### src/rtl/fp_sqrt_iter_pkg.sv
// Shared types for the iterative square-root core: FSM encodings and a sizing helper.
package fp_sqrt_iter_pkg;

  typedef enum logic [1:0] {
    SQ_IDLE = 2'd0,
    SQ_CALC = 2'd1,
    SQ_FIN  = 2'd2
  } sq_state_t;

  function automatic int ceil_div(input int a, input int b);
    return (a + b - 1) / b;
  endfunction

endpackage

### src/rtl/fp_sqrt_step.sv
// One restoring square-root digit step: appends two radicand bits to the partial
// remainder, trial-subtracts {root,01} and keeps the result only when non-negative.
module fp_sqrt_step
  import fp_sqrt_iter_pkg::*;
#(
  parameter int W = 26
) (
  input  logic [W+1:0] rem,
  input  logic [W-1:0] root,
  input  logic [1:0]   bits,
  output logic [W+1:0] rem_next,
  output logic         root_bit
);

  logic [W+3:0] shifted;
  logic [W+3:0] trial;
  logic         neg;
  logic         unused_top;

  // rem < 2^(W+1) always, so W+4 bits hold the trial difference with a valid sign bit
  assign shifted  = {rem, bits};
  assign trial    = shifted - {2'b00, root, 2'b01};
  assign neg      = trial[W+3];
  assign rem_next = neg ? shifted[W+1:0] : trial[W+1:0];
  assign root_bit = ~neg;

  assign unused_top = ^{shifted[W+3:W+2], trial[W+2]};

endmodule

### src/rtl/fp_sqrt_iter.sv
// Iterative restoring integer square root with start/busy/done handshake.
// Define FP_SQRT_RADIX4_EN to resolve two root bits per clock instead of one.
module fp_sqrt_iter
  import fp_sqrt_iter_pkg::*;
#(
  parameter int M  = 22,
  parameter int IW = M + 4,
  parameter int OW = M + 4
) (
  input  logic          clk,
  input  logic          rst,
  input  logic          start,
  input  logic [IW-1:0] in,
  output logic [OW-1:0] out,
  output logic          sticky,
  output logic          busy,
  output logic          done
);

`ifdef FP_SQRT_RADIX4_EN
  localparam int STEPS = 2;
`else
  localparam int STEPS = 1;
`endif
  // An odd OW in radix-4 gains one leading zero root bit, which leaves the result unchanged
  localparam int CYC  = ceil_div(OW, STEPS);
  localparam int OWE  = CYC * STEPS;
  localparam int RW   = 2 * OWE;
  localparam int PADB = 2 * OW - IW;
  localparam int RMW  = OWE + 2;
  localparam int CW   = $clog2(OW + 1);

  sq_state_t      state_reg, state_next;
  logic [RW-1:0]  rad_reg;
  logic [RMW-1:0] rem_reg;
  logic [OWE-1:0] root_reg;
  logic [CW-1:0]  cnt_reg;

  logic [RMW-1:0] rem_a, rem_b;
  logic [OWE-1:0] root_a, root_b;
  logic [RW-1:0]  rad_a, rad_b;
  logic           bit_a;
  logic           unused_root;

  fp_sqrt_step #(.W(OWE)) u_step0 (
    .rem      (rem_reg),
    .root     (root_reg),
    .bits     (rad_reg[RW-1 -: 2]),
    .rem_next (rem_a),
    .root_bit (bit_a)
  );

  assign root_a = {root_reg[OWE-2:0], bit_a};
  assign rad_a  = rad_reg << 2;

`ifdef FP_SQRT_RADIX4_EN
  logic bit_b;

  fp_sqrt_step #(.W(OWE)) u_step1 (
    .rem      (rem_a),
    .root     (root_a),
    .bits     (rad_a[RW-1 -: 2]),
    .rem_next (rem_b),
    .root_bit (bit_b)
  );

  assign root_b = {root_a[OWE-2:0], bit_b};
  assign rad_b  = rad_a << 2;
`else
  assign rem_b  = rem_a;
  assign root_b = root_a;
  assign rad_b  = rad_a;
`endif

  assign unused_root = ^root_reg;

  always_comb begin
    state_next = state_reg;
    case (state_reg)
      SQ_IDLE: if (start) state_next = SQ_CALC;
      SQ_CALC: if (cnt_reg == '0) state_next = SQ_FIN;
      SQ_FIN:  state_next = SQ_IDLE;
      default: state_next = SQ_IDLE;
    endcase
  end

  always_ff @(posedge clk or negedge rst) begin
    if (!rst) begin
      state_reg <= SQ_IDLE;
      rad_reg   <= '0;
      rem_reg   <= '0;
      root_reg  <= '0;
      cnt_reg   <= '0;
      out       <= '0;
      sticky    <= 1'b0;
      busy      <= 1'b0;
      done      <= 1'b0;
    end else begin
      state_reg <= state_next;
      done      <= 1'b0;
      case (state_reg)
        SQ_IDLE: begin
          if (start) begin
            // Radicand is scaled by 2^(2*OW-IW) so the root comes out OW bits wide
            rad_reg  <= RW'(in) << PADB;
            rem_reg  <= '0;
            root_reg <= '0;
            cnt_reg  <= CW'(CYC - 1);
            busy     <= 1'b1;
          end
        end
        SQ_CALC: begin
          rad_reg  <= rad_b;
          rem_reg  <= rem_b;
          root_reg <= root_b;
          cnt_reg  <= cnt_reg - CW'(1);
        end
        SQ_FIN: begin
          out    <= root_reg[OW-1:0];
          sticky <= |rem_reg;
          done   <= 1'b1;
          busy   <= 1'b0;
        end
        default: ;
      endcase
    end
  end

endmodule

### config.mk
export PLATFORM = sky130hd
export DESIGN_NAME = fp_sqrt_iter
export DESIGN_NICKNAME = d
export VERILOG_FILES = /design/src/rtl/fp_sqrt_iter_pkg.sv /design/src/rtl/fp_sqrt_step.sv /design/src/rtl/fp_sqrt_iter.sv
export SDC_FILE = /design/constraint.sdc
export NUM_CORES = 1
export LEC_CHECK = 0
export ABC_AREA = 1
export BUFFER_PORTS_ARGS = -buffer_cell sky130_fd_sc_hd__buf_2
export CAP_MARGIN = 20
export CORE_UTILIZATION = 50
export DETAILED_ROUTE_END_ITERATION = 10
export GPL_ROUTABILITY_DRIVEN = 0
export PLACE_DENSITY_LB_ADDON = 0.15
export SYNTH_ARGS = -nofsm -noshare
export SYNTH_HDL_FRONTEND = slang
export SYNTH_SLANG_ARGS = --single-unit
### constraint.sdc
create_clock -name clk -period 3 [get_ports clk]
set_clock_uncertainty 0.15 [all_clocks]
set_input_delay 0.3 -clock clk [delete_from_list [all_inputs] [get_ports clk]]
set_output_delay 0.3 -clock clk [all_outputs]
set_load 0.005 [all_outputs]
==> results of run 1 <==
cell type report:
type / instances / area (sq um) / share of cell area
multi-input combinational: 648 / 3240 / 0.397
sequential: 116 / 2900 / 0.355
inverter: 190 / 713 / 0.0873
timing repair buffer: 74 / 450 / 0.0551
clock buffer: 18 / 439 / 0.0538
tap: 176 / 220 / 0.0270
clock inverter: 14 / 201 / 0.0247
worst max-delay path: stages, from the launching register on:
cell and delay (ns):
dfrtp_1 0.42, ha_1 0.41, nand2_1 0.13, nor3_1 0.27, nand2_1 0.14, nor2_2 0.15
nand2_4 0.08, nand2_2 0.09, nand2_1 0.07, nand2_2 0.28, buf_12 0.19, nand2_1 0.06
nand3_1 0.09, nand2_1 0.07
metrics by stage:
stage	instance area, sq um	setup WS, ns	utilization	cells	total power [mW]
2_1_floorplan	7000	0.839	-	985	6.82
3_5_place_dp	7490	0.375	0.557	1200	8.01
6_report	8170	0.294	0.607	1236	10.3
4_1_cts	8170	0.322	0.607	1236	10.3
3_3_place_gp	7490	0.377	0.557	1200	7.96
5_1_grt	8170	0.0961	0.607	1236	11.3
what timing repair did:
item	4_1_cts	5_1_grt
hold endpoints to repair	50	0
hold buffers	4	0
buffers inserted	0	0
worst paths after layout:
kind                           endpoint  slack [ns]  cells past startpoint
setup / recovery            rem_reg[11]        0.29                     13
hold / removal              rad_reg[29]        0.08                      3
setup reg to reg            rem_reg[11]        0.29                     13
hold reg to reg                  sticky        0.32                      2
max in group asynchronous        out[2]        1.60                      4
min in group asynchronous  root_reg[13]        0.28                      2
cells by family after synthesis:
kind of cell | synth area share
buffers and inverters | 0.123
AND/OR/NAND/NOR | 0.296
XOR/XNOR | 0.0175
flip-flops | 0.415
AO/OA/AOI/OAI | 0.0965
adder cells (fa/ha/maj) | 0.0518
layer usage:
layer | up-vias | part of all wire | track usage
met4 | 0 | 0.020 | 0.0957
met5 | - | 0 | 0
met2 | 122 | 0.46 | 0.408
met3 | 23 | 0.040 | 0.0481
li1 | 3217 | - | -
met1 | 2832 | 0.48 | 0.344
placed cells by master (no fill, tap or decap), drive strengths merged, types with 5 or more instances in the layout:
| cell | synthesis | final |
|---|---|---|
| inv | 189 | 192 |
| nor2 | 41 | 41 |
| dfrtp | 116 | 116 |
| nand4 | 8 | 8 |
| buf | 7 | 70 |
| nor3 | 25 | 25 |
| o21ai | 39 | 39 |
| o22ai | 26 | 26 |
| a21oi | 18 | 18 |
| clkinv | 1 | 6 |
| xnor2 | 10 | 10 |
| ha | 29 | 29 |
| nand2 | 357 | 357 |
| clkbuf | 24 | 18 |
| a221oi | 23 | 23 |
| nor4 | 7 | 7 |
| nand3 | 53 | 53 |
| nand3b | 5 | 5 |
report_power, final:
part	leakage (nW)	switching [mW]	internal, mW
clock network	0.307	0.765	1.42
logic	2.79	3.62	2.00
registers	1.45	0.341	2.10
total	4.55	4.73	5.52
==> impl_metrics.json, run 1 <==
{
  "clkSlewWorstSetupHoldPaths_ns": 0.06,
  "portBuffers": 57,
  "grt_use_total": 0.255,
  "cts.sinks": 116,
  "cts_resized": 0,
  "timing.final.crit_share": 0.902,
  "core_sq_mm": 0.0135,
  "largest_reg_flops": 28,
  "setup_viol": 0,
  "gr-total-overflow": 0,
  "routed_wl_um": 16700,
  "synth_nets": 1043,
  "first_pass_iters": 5,
  "hp-class": "in2reg",
  "grt_pass1_vias": 5967,
  "cts_max_path_buffers": 2,
  "synth_common_cells": "nand2_1, inv_1, dfrtp_1",
  "grt_max_degree": 81,
  "netlist_instances": 985,
  "fin_crit_ns": 2.71,
  "fin_setup_tns_ns": 0,
  "cts_tree": "yes",
  "drc": 0,
  "r2r_start": "rem_reg[23]",
  "ioPinCount": 58,
  "drtIter0Drc": 372,
  "synth_edf_count": 0,
  "crit_type": "reg2reg",
  "area_growth_syn_to_layout_pct": 16.7,
  "numCtsBuffers": 17,
  "fin_nets": 1105,
  "grt_pass1_wl_um": 29100,
  "holdWs_ns": 0.0824,
  "syn_avg_cell_area_sq_um": 7.11,
  "start_util": 0.520,
  "cts_root_buf": "clkbuf_16",
  "yosysUniqueCellTypes": 31,
  "dp_hpwl_um": 11800,
  "fillers": 1281,
  "netlist_area_sq_mm": 0.00700,
  "crit_start": "rem_reg[23]",
  "cp.arrival_ns": 2.86,
  "rsz0062_at_grt": "no",
  "routedWlPerCell_um": 13.5,
  "fmax_ghz": 0.369,
  "drive_above_1_share": 0.116,
  "antenna_found_initial": 0,
  "ant_nets": 0,
  "num_rows": 42,
  "p_leak_nw": 4.55,
  "synth-seq-cells": 116,
  "synth_top_area_frac": 0.415,
  "yosysMostFrequentCell": "nand2_1",
  "report.final.slew_viol_count": 0,
  "tightest_slew_ns": 0.818,
  "vias_per_cell": 5.01,
  "p_per_area_mw_per_mm2": 1250,
  "min_from": "in[3]",
  "end_kind": "flip-flop",
  "seq_area_frac_synth": 0.415,
  "async_reset_ff_frac": 1.00,
  "dieHeight_um": 120,
  "vias": 6194,
  "required_ns": 3.16,
  "synth_area_leaders": "dfrtp_1, nand2_1, inv_1",
  "dieArea_sq_mm": 0.0145,
  "cap_violations": 0,
  "crit_path_max_fanout": 13,
  "die_w_um": 120,
  "slew_headroom": 0.454,
  "antenna_cells": 0,
  "htreeDepth": 4,
  "synth_ff_type": "dfrtp_1",
  "yosys_warnings": 0,
  "yosys.area.top_type": "dfrtp_1",
  "status": "finished, final reports clean",
  "startpoint_type": "flip-flop",
  "finalHoldViolCount": 0,
  "irDropWorstVdd_uv": 656,
  "clk_latency_ns": 0.43
}
Note: power is estimated with default switching activity, not from simulation.
==> run 2, diff against run 1 <==
--- a/config.mk
+++ b/config.mk
@@ -7,10 +7,11 @@
 export LEC_CHECK = 0
 export ABC_AREA = 1
 export BUFFER_PORTS_ARGS = -buffer_cell sky130_fd_sc_hd__buf_2
-export CAP_MARGIN = 20
+export CORE_ASPECT_RATIO = 2
 export CORE_UTILIZATION = 50
 export DETAILED_ROUTE_END_ITERATION = 10
 export GPL_ROUTABILITY_DRIVEN = 0
+export MAX_ROUTING_LAYER = met4
 export PLACE_DENSITY_LB_ADDON = 0.15
 export SYNTH_ARGS = -nofsm -noshare
 export SYNTH_HDL_FRONTEND = slang
==> run 2 against run 1 <==
- die area increased by 0.20%
- total power rose by 0.41%
- sequential power is essentially flat
- design area decreased by 0.60%
- sequential cell count unchanged
- fmax grew 5.7%
- combinational power up 2%
- via count up 2.4%
- non-clock buffer count is 2 lower
- clock power decreased by 4%
- critical endpoint is now rem_reg[24]
==> impl_metrics.json, run 2 (same netlist as run 1, synthesis figures left out) <==
{
  "finalHoldViolCount": 0,
  "largest_reg_flops": 28,
  "drive_above_1_share": 0.113,
  "irDropWorstVdd_uv": 1000,
  "vias_per_cell": 5.10,
  "p_int_mw": 5.41,
  "routedWlPerCell_um": 14.8,
  "cp.arrival_ns": 2.71,
  "first_pass_iters": 5,
  "hp-class": "in2reg",
  "power.switching_mw": 4.88,
  "crit_path_max_fanout": 13,
  "antenna_cells": 0,
  "critPathMaxStageDelay_ns": 0.43,
  "cts_max_path_buffers": 2,
  "ioPinCount": 58,
  "antenna_found_initial": 0,
  "status": "finished, final reports clean",
  "cpMaxStageDelayCell": "dfrtp_1",
  "grt_max_degree": 81,
  "switching_share": 0.474,
  "dieHeight_um": 169,
  "gr-total-overflow": 0,
  "dieArea_sq_mm": 0.0145,
  "p_per_area_mw_per_mm2": 1270,
  "p_leak_nw": 4.53,
  "cts_tree": "yes",
  "clk_latency_ns": 0.42,
  "timing.final.crit_share": 0.854,
  "grt_pass1_vias": 6474,
  "fin_setup_tns_ns": 0,
  "routed_wl_um": 18400,
  "slew_headroom": 0.434,
  "startpoint_type": "flip-flop",
  "numCtsBuffers": 17,
  "dp_hpwl_um": 13100,
  "stdcell_count": 1244,
  "required_ns": 3.15,
  "grt_pass1_wl_um": 30700,
  "place_inst": 1208,
  "p_seq_frac": 0.238,
  "num_rows": 60,
  "layout_common_cells": "nand2_1, inv_1, dfrtp_1",
  "tightest_slew_ns": 0.848,
  "crit_type": "reg2reg",
  "cts.sinks": 116,
  "ant_nets": 0,
  "crit_top_cell": "nand2_1",
  "fin_nets": 1103,
  "setup_viol": 0,
  "pwr-share-comb": 0.558,
  "drtIter0Drc": 243,
  "path_cells": "ha_1, nand2_1, nor3_1, nand2_1, nor2_2, nand2_4, nand2_2, nand2_1, nand2_2, buf_4, nand2_1, nand3_1, nand2_1",
  "portBuffers": 57,
  "area_growth_syn_to_layout_pct": 16.0,
  "drc": 0,
  "pwr-share-clk": 0.204,
  "grt_use_total": 0.283,
  "end_kind": "flip-flop",
  "rsz0062_at_grt": "no",
  "fmax_ghz": 0.390,
  "cap_violations": 0,
  "fin_crit_ns": 2.56,
  "clkSlewWorstSetupHoldPaths_ns": 0.06,
  "core_sq_mm": 0.0136,
  "mostFrequentLayoutCell": "nand2_1",
  "start_util": 0.515,
  "htreeDepth": 4,
  "die_w_um": 85.7,
  "report.final.slew_viol_count": 0,
  "vias": 6343,
  "cts_root_buf": "clkbuf_16"
}
run 2: final timing paths:
| path | cells after the start | end | from | slack, ns |
|---|---|---|---|---|
| worst max-delay path | 13 | rem_reg[24] | rem_reg[23] | 0.44 |
| worst min-delay path | 3 | rad_reg[47] | in[21] | 0.09 |
| worst max register to register | 13 | rem_reg[24] | rem_reg[23] | 0.44 |
| worst min register to register | 1 | cnt_reg[4] | cnt_reg[4] | 0.32 |
| max in group asynchronous | 3 | rem_reg[23] | rst | 1.63 |
| min in group asynchronous | 2 | out[6] | rst | 0.27 |
run 2: cell type report:
type                       instances  area, sq um
fill                            1305         5470
tap                              186          233
clock buffer                      18          429
multi-input combinational        648         3240
inverter                         190          713
clock inverter                    14          178
sequential                       116         2900
timing repair buffer              72          423
run 2: power groups by stage:
stage                     Clock (mW)  Combinational [mW]  Sequential, mW
after CTS                       2.12                5.76            2.45
final                           2.10                5.75            2.45
after detailed placement           0                5.69            2.47
after floorplan                    0                4.45            2.37
after global placement             0                5.62            2.46
after global routing            2.18                6.55            2.51
run 2: worst max-delay path, delay by kind of cell, from the launching register on:
| family | cells | cell delay (ns) |
|---|---|---|
| adder cells (fa/ha/maj) | 1 | 0.41 |
| buffers and inverters | 1 | 0.23 |
| flip-flops | 1 | 0.43 |
| AND/OR/NAND/NOR | 11 | 1.21 |
run 2: stage by stage:
step / hold WS [ns] / util / instance area, sq um / setup slack [ns] / power, mW
finish: 0.0939 / 0.598 / 8120 / 0.439 / 10.3
global route: 0.104 / 0.598 / 8120 / 0.246 / 11.2
CTS: 0.0920 / 0.598 / 8120 / 0.435 / 10.3
detailed placement: 0.197 / 0.550 / 7470 / 0.480 / 8.15
global placement: 0.188 / 0.550 / 7470 / 0.487 / 8.08
floorplan: -0.146 / - / 7000 / 0.839 / 6.82
run 2: layer usage:
| layer | up-vias | track usage | wire [um] |
|---|---|---|---|
| met5 | - | - | 0 |
| met4 | 0 | 0.184 | 1070 |
| met3 | 70 | 0.0452 | 549 |
| met2 | 160 | 0.508 | 9950 |
| met1 | 2897 | 0.277 | 6860 |
| li1 | 3216 | - | - |
run 2: what timing repair did:
| action | in CTS | in global routing |
|---|---|---|
| hold buffers | 4 | 0 |
| setup buffers | 0 | 0 |
| gates resized for setup | 0 | 0 |
| hold endpoints to repair | 48 | 0 |
==> run 3, diff against run 2 <==
==> constraint.sdc (replaced) <==
create_clock -name clk -period 2.3 [get_ports clk]
set_clock_uncertainty 0.15 [all_clocks]
set_input_delay 0.23 -clock clk [delete_from_list [all_inputs] [get_ports clk]]
set_output_delay 0.23 -clock clk [all_outputs]
set_load 0.005 [all_outputs]
==> run 3 against run 2 <==
- routed wire length grew 10%
- sequential power grew 30%
- combinational power grew 84%
- die area stayed put
- non-clock buffer count rose by 104
- critical path depth is 2 higher
- count of clock-buffer cells in the layout increased by 1
- sequential cell count is the same
- final cell count is 8.4% higher
- sequential share of layout area shrank 5.3 points
- core utilization is 10 points higher
==> impl_metrics.json, run 3 (same netlist as run 1, synthesis figures left out) <==
{
  "status": "finished, final reports clean",
  "hp-class": "in2reg",
  "worstHoldPathCells": 3,
  "ant_nets": 0,
  "grt_pass1_vias": 6943,
  "grt_pass1_wl_um": 31800,
  "reg2reg_depth": 15,
  "first_pass_iters": 5,
  "start_util": 0.515,
  "end_kind": "flip-flop",
  "dieHeight_um": 169,
  "vias_per_cell": 5.10,
  "layout_common_cells": "nand2_1, inv_1, dfrtp_1",
  "tightest_slew_ns": 0.689,
  "crit_type": "reg2reg",
  "fin_nets": 1207,
  "fillers": 1129,
  "slew_headroom": 0.541,
  "fmax_ghz": 0.441,
  "drc": 0,
  "fin_ws_ns": 0.0337,
  "cts_tree": "yes",
  "drive_above_1_share": 0.263,
  "routed_wl_um": 20300,
  "irDropWorstVdd_uv": 1480,
  "stdcell_count": 1348,
  "mostFrequentLayoutCell": "nand2_1",
  "dieArea_sq_mm": 0.0145,
  "place_inst": 1298,
  "finalHoldViolCount": 0,
  "p_per_area_mw_per_mm2": 1750,
  "num_rows": 60,
  "vias": 6874,
  "holdWs_ns": 0.0171,
  "htreeDepth": 4,
  "antenna_found_initial": 0,
  "startpoint_type": "flip-flop",
  "area_growth_syn_to_layout_pct": 36.1,
  "p_leak_nw": 5.14,
  "fin_crit_ns": 2.27,
  "routedWlPerCell_um": 15.1,
  "rsz0062_at_grt": "yes",
  "numCtsBuffers": 17,
  "ioPinCount": 58,
  "core_sq_mm": 0.0136,
  "antenna_cells": 0,
  "fin_util": 0.701,
  "cts.sinks": 116,
  "crit_path_max_fanout": 6,
  "cts_max_path_buffers": 2,
  "timing.final.crit_share": 0.985,
  "dp_hpwl_um": 13900,
  "report.final.slew_viol_count": 0,
  "drtIter0Drc": 376,
  "gr-total-overflow": 0,
  "setup_viol": 0,
  "required_ns": 2.46,
  "cts_root_buf": "clkbuf_16",
  "place_ws_ns": -0.0659,
  "cp.arrival_ns": 2.43,
  "cap_violations": 0,
  "die_w_um": 85.7,
  "grt_max_degree": 117,
  "clkSlewWorstSetupHoldPaths_ns": 0.06,
  "grt_use_total": 0.294,
  "clk_latency_ns": 0.43,
  "largest_reg_flops": 28,
  "portBuffers": 57
}
[run 3: changes by cell type in the layout (fill, tap and decap cells not counted), moves of 5 or more]
cell,before,now
buf_4,11,106
nand2_1,349,314
nand2_2,5,33
ha_1,29,7
ha_4,0,22
inv_1,184,173
inv_2,5,16
nor2_1,39,31
nand2_4,3,9
nor2_2,1,7
buf_12,1,6
[run 3: report_power, final]
group          internal, mW  switching, mW
registers              2.74          0.433
clock network          1.86           1.05
logic                  4.64           5.93
[run 3: metal layers]
layer / share of wire / global-route usage
met4: 0.057 / 0.180
met5: 0 / -
met2: 0.54 / 0.537
met1: 0.37 / 0.288
met3: 0.031 / 0.0413
[run 3: final timing paths]
path,end,startpoint,slack (ns)
max,rem_reg[25],root_reg[24],0.03
max reg2reg,rem_reg[25],root_reg[24],0.03
min in group asynchronous,root_reg[4],rst,0.22
max in group asynchronous,rem_reg[25],rst,1.20
min reg2reg,out[7],out[7],0.33
min,rad_reg[42],in[16],0.02
[run 3: worst max-delay path: stages, from the launching register on]
cell and delay, ns:
dfrtp_1 0.36, inv_1 0.12, ha_4 0.23, nand2_1 0.08
nand2_1 0.08, a21oi_1 0.14, nand2_1 0.11, a21oi_4 0.23
nand2_4 0.10, nand2_4 0.11, nand2_8 0.08, buf_12 0.15
nand2_4 0.05, nand2_2 0.05, nand2_1 0.05, nand2_1 0.05
[run 3: cell type report]
class | count | area, sq um | area share
Inverter | 190 | 713 | 0.0749
Clock inverter | 13 | 195 | 0.0205
Tap cell | 186 | 233 | 0.0244
Clock buffer | 19 | 443 | 0.0465
Timing Repair Buffer | 176 | 1290 | 0.136
Sequential cell | 116 | 2900 | 0.305
Multi-Input combinational cell | 648 | 3740 | 0.393
[run 3: through the flow]
stage                     setup TNS, ns  total power [mW]  instance area, sq um
after floorplan                       0              8.89                  7000
after global placement          -0.0123              12.0                  8210
after detailed placement         -0.688              12.1                  8210
after CTS                             0              15.2                  8930
after global routing             -0.866              17.9                  9520
final                                 0              16.7                  9520
[run 3: repair_timing]
| action | CTS | global route |
|---|---|---|
| hold buffers | 4 | 0 |
| pin swaps | 1 | 34 |
| setup endpoints to repair | 29 | 29 |
| gates resized for setup | 6 | 96 |
| cloned | 0 | 2 |
| endpoints found under the hold margin | 119 | 0 |
| buffers inserted | 2 | 10 |
